<file path="config.mk">
export PLATFORM = sky130hd
export DESIGN_NAME = data_memory
export DESIGN_NICKNAME = d
export VERILOG_FILES = /design/src/rtl/data_memory.sv
export SDC_FILE = /design/constraint.sdc
export NUM_CORES = 2
export LEC_CHECK = 0
export BUFFER_PORTS_ARGS = -buffer_cell sky130_fd_sc_hd__buf_4
export CAP_MARGIN = 20
export CORE_UTILIZATION = 35
export CTS_CLUSTER_DIAMETER = 50
export DETAILED_ROUTE_END_ITERATION = 8
export REMOVE_ABC_BUFFERS = 1
export SLEW_MARGIN = 25
export SYNTH_ARGS = -nofsm -noshare
export SYNTH_HDL_FRONTEND = slang
export SYNTH_SLANG_ARGS = --single-unit
export TNS_END_PERCENT = 100
</file>
<file path="constraint.sdc">
create_clock -name clk -period 7.7 [get_ports clk]
set_input_delay 1.54 -clock clk [delete_from_list [all_inputs] [get_ports clk]]
set_output_delay 1.54 -clock clk [all_outputs]
set_load 0.02 [all_outputs]
</file>
<file path="src/rtl/data_memory.sv">
// Word-organised data memory: combinational read, synchronous write, async clear.
// Optional DATA_MEMORY_BOUNDS_CHECK_EN: out-of-range addresses read zero and drop writes.
module data_memory #(
   parameter int unsigned DEPTH = 64
) (
   input  logic        clk,
   input  logic        rst_n,
   input  logic        WE,
   input  logic [31:0] A,
   input  logic [31:0] WD,
   output logic [31:0] RD
);

   localparam int unsigned IDX_W = $clog2(DEPTH);

   logic [31:0]      mem_q [DEPTH];
   logic [31:0]      mem_d [DEPTH];
   logic [IDX_W-1:0] idx;
   logic             in_range;

   assign idx = A[IDX_W+1:2];

`ifdef DATA_MEMORY_BOUNDS_CHECK_EN
   logic unused_addr;
   assign in_range    = (A[31:IDX_W+2] == '0);
   assign unused_addr = ^A[1:0];
`else
   // Upper address bits are dropped so addresses wrap modulo DEPTH words.
   logic unused_addr;
   assign in_range    = 1'b1;
   assign unused_addr = ^{A[1:0], A[31:IDX_W+2]};
`endif

   always_comb begin
      for (int i = 0; i < DEPTH; i++) begin
         mem_d[i] = mem_q[i];
      end
      if (WE && in_range) begin
         mem_d[idx] = WD;
      end
   end

   always_ff @(posedge clk or negedge rst_n) begin
      if (!rst_n) begin
         for (int i = 0; i < DEPTH; i++) begin
            mem_q[i] <= 32'h0;
         end
      end else begin
         for (int i = 0; i < DEPTH; i++) begin
            mem_q[i] <= mem_d[i];
         end
      end
   end

   always_comb begin
      RD = 32'h0;
      if (in_range) begin
         RD = mem_q[idx];
      end
   end

endmodule

</file>
==> out/metrics.yaml <==
run_status:
  status: "complete, no violations"
worst_setup_path:
  crit_chain: "buf_8 -> buf_4 -> nor2b_4 -> buf_12 -> a221oi_1 -> nor2_1 -> o21ai_0 -> nand4_1 -> or4_1 -> buf_4"
  slowest_stage: "or4_1"
  path_class: "primary input to output port"
  critPathLaunchType: "primary input"
  crit_fanout: 56
  worst_setup_path_end_kind: "output port"
  crit_arrival_ns: 5.08
  worstSetupStartpoint: "A[2]"
  cp_top_family: "simple AND/OR/NAND/NOR gates"
  crit_path_frequent_cell: "buf_4"
  worst-path-buf-inv: 4
  reg2reg_from: "mem_q[511]"
  worst-endpoint-required_ns: 6.16
  critical_path.max_stage_delay_ns: 0.86
synthesis:
  ys_seq_elements: 2048
  syn-mean-instance-area_sq_um: 13.5
  synth_area_leader_cell: "dfrtp_1"
  yosysSeqAreaShare: 0.554
  ys.flop_type: "dfrtp_1"
  yosysWarnings: 0
  synth_cells: 6872
  yosys-top-cells-count: "mux2_2 (2104), dfrtp_1 (2048), clkbuf_1 (341), a22oi_1 (306), a221oi_1 (278)"
  ys_types: 56
  yosysMostFrequentCell: "mux2_2"
  synth-edff-count: 0
  synthTopCellsByArea: "dfrtp_1 (55%), mux2_2 (26%), a221oi_1 (2.6%), a22oi_1 (2.5%), mux2i_1 (2.2%)"
  async_reset_ff_frac: 1.00
  synth_top_cell_area_share: 0.554
  syn_area_sq_um: 92500
power:
  switching_power_mw: 6.93
  pwr-share-clk: 0.402
  ir_drop_v: 0.000244
  power.total_mw: 27.0
  internal_power_mw: 20.1
  power.density_nw_per_um2: 259
  p_sw_frac: 0.256
  p_seq_frac: 0.477
  p_comb_frac: 0.121
  leakage_nw: 47.6
routing:
  drtPass1Iterations: 6
  wire_per_inst_um: 29.0
  vias: 60800
  post_drt_via_cell_ratio: 5.86
  drt-total-wl_um: 301000
  drt_iter0_drc: 5447
  drc: 0
  ant_nets: 0
cells_and_area:
  drive_above_1_share: 0.428
  nNetsFinal: 6729
  top_regs: "mem_q x2048"
  fin_util: 0.398
  area_delta_synth_final_pct: 13.0
  fill_cells: 24500
  largest_register: "mem_q"
  stdcell_count: 10400
  largest_reg_flops: 2048
sta:
  fmax_mhz: 151
  max-slew-margin-rel: 0.251
  final.setup.tns_ns: 0
  setup_viol: 0
  fin_crit_sh: 0.860
  rsz0062_at_grt: "no"
  clock_skew_ns: 0
  drv_slew: 0
  tightest_slew_ns: 1.12
  hold_viol: 0
  min_period_ns: 6.62
global_routing:
  track_usage: 0.225
  grt_use_met2: 0.356
  use_met1: 0.303
  grt_pass1_vias: 62900
  use_met3: 0.0324
  gr-total-overflow: 0
  grt_pass1_wl_um: 442000
  grt_start_max_net_pins: 195
  antenna_found_initial: 25
  top_usage_layer: "met2"
floorplan:
  dieWidth_um: 516
  die_h_um: 516
  start_util: 0.352
  rows: 188
  coreArea_sq_um: 263000
  io_pins: 99
  die-area_sq_um: 266000
clocking:
  cts.sinks: 2048
  cts_tree: "built"
  clock_latency_ns: 0.87
  post_cts.repair.setup_buffers: 0
  cts_buffer_depth: 3
  cts_root_buf: "clkbuf_16"
  cts.reportedPaths.clkPinSlew_ns: 0.06
  holdBufCountCts: 0
  htreeDepth: 4
  ctsResizeCount: 0
  numCtsBuffers: 223
placed_design:
  place_congestion: 0.829
  hpwl_um: 177000
  io_buffers: 72
  dp_cells: 9948
flow_run:
  drv_cap: 0
hold_path:
  min-delay-start: "mem_q[1141]"
  hold_class: "flip-flop to flip-flop"
per-layer routing:
metal / up-vias / share of wire
li1: 25100 / -
met1: 32900 / 0.43
met5: - / 0.00027
met3: 654 / 0.063
met2: 2161 / 0.46
met4: 12 / 0.049
logic make-up (layout without fill, tap and decap cells):
family | count (synthesis) | count (layout) | synth area share
muxes | 2364 | 2364 | 0.292
DFF | 2048 | 2048 | 0.554
AOI/OAI and AO/OA | 1188 | 1188 | 0.0924
buffers and inverters | 752 | 725 | 0.0360
and+or+nand+nor | 520 | 520 | 0.0252
other | 0 | 11 | 0
worst paths after layout:
path / cells past startpoint / slack [ns] / endpoint
setup / recovery: 10 / 1.08 / RD[1]
hold / removal: 1 / 0.50 / mem_q[1141]
setup reg to reg: 1 / 6.90 / mem_q[511]
hold reg to reg: 1 / 0.50 / mem_q[1141]
max in group asynchronous: 3 / 4.96 / mem_q[37]
min in group asynchronous: 1 / 0.63 / mem_q[1863]
layout by cell type, fill, tap and decap left out, drive strengths merged, types with 9 or more instances in the layout:
cell / netlist / routed
a2111oi: 12 / 12
a211oi: 16 / 16
a21o: 12 / 12
a21oi: 117 / 117
a221oi: 278 / 278
a222oi: 39 / 39
a22o: 26 / 26
a22oi: 306 / 306
a31oi: 30 / 30
and4: 12 / 12
buf: 409 / 315
bufinv: 0 / 12
clkbuf: 341 / 328
clkinv: 0 / 44
clkinvlp: 0 / 9
dfrtp: 2048 / 2048
diode: 0 / 11
inv: 2 / 17
mux2: 2104 / 2104
mux2i: 200 / 200
mux4: 60 / 60
nand2: 101 / 101
nand3: 29 / 29
nand3b: 14 / 14
nand4: 18 / 18
nor2: 275 / 275
nor2b: 10 / 10
nor3: 19 / 19
o21ai: 188 / 188
o221ai: 17 / 17
o22ai: 110 / 110
o2bb2ai: 14 / 14
or3: 16 / 16
power groups by stage:
stage	sequential, mW	clock (mW)	combinational (mW)
global route	13.1	11.5	3.52
finish	12.9	10.9	3.27
CTS	12.9	11.0	3.29
global placement	13.0	0	3.16
floorplan	12.9	0	2.03
detailed placement	13.1	0	3.27
layout make-up:
class,count,area [sq um],share of cell area
Antenna cell,11,27.5,0.000263
Clock buffer,328,6540,0.0625
Clock inverter,80,955,0.00913
Inverter,2,12.5,0.000120
Multi-Input combinational cell,4072,38400,0.367
Sequential cell,2048,51200,0.490
Tap cell,3515,4400,0.0421
Timing Repair Buffer,315,3000,0.0287
per-stage QoR:
stage	worst slack (ns)	area, sq um	hold slack [ns]
after global placement	1.13	96700	0.482
after floorplan	-2.01	89200	0.474
after CTS	1.11	104000	0.501
after global routing	1.08	105000	0.508
final	1.08	105000	0.499
after detailed placement	1.11	96900	0.487
Power figures use the tool's default switching activity.
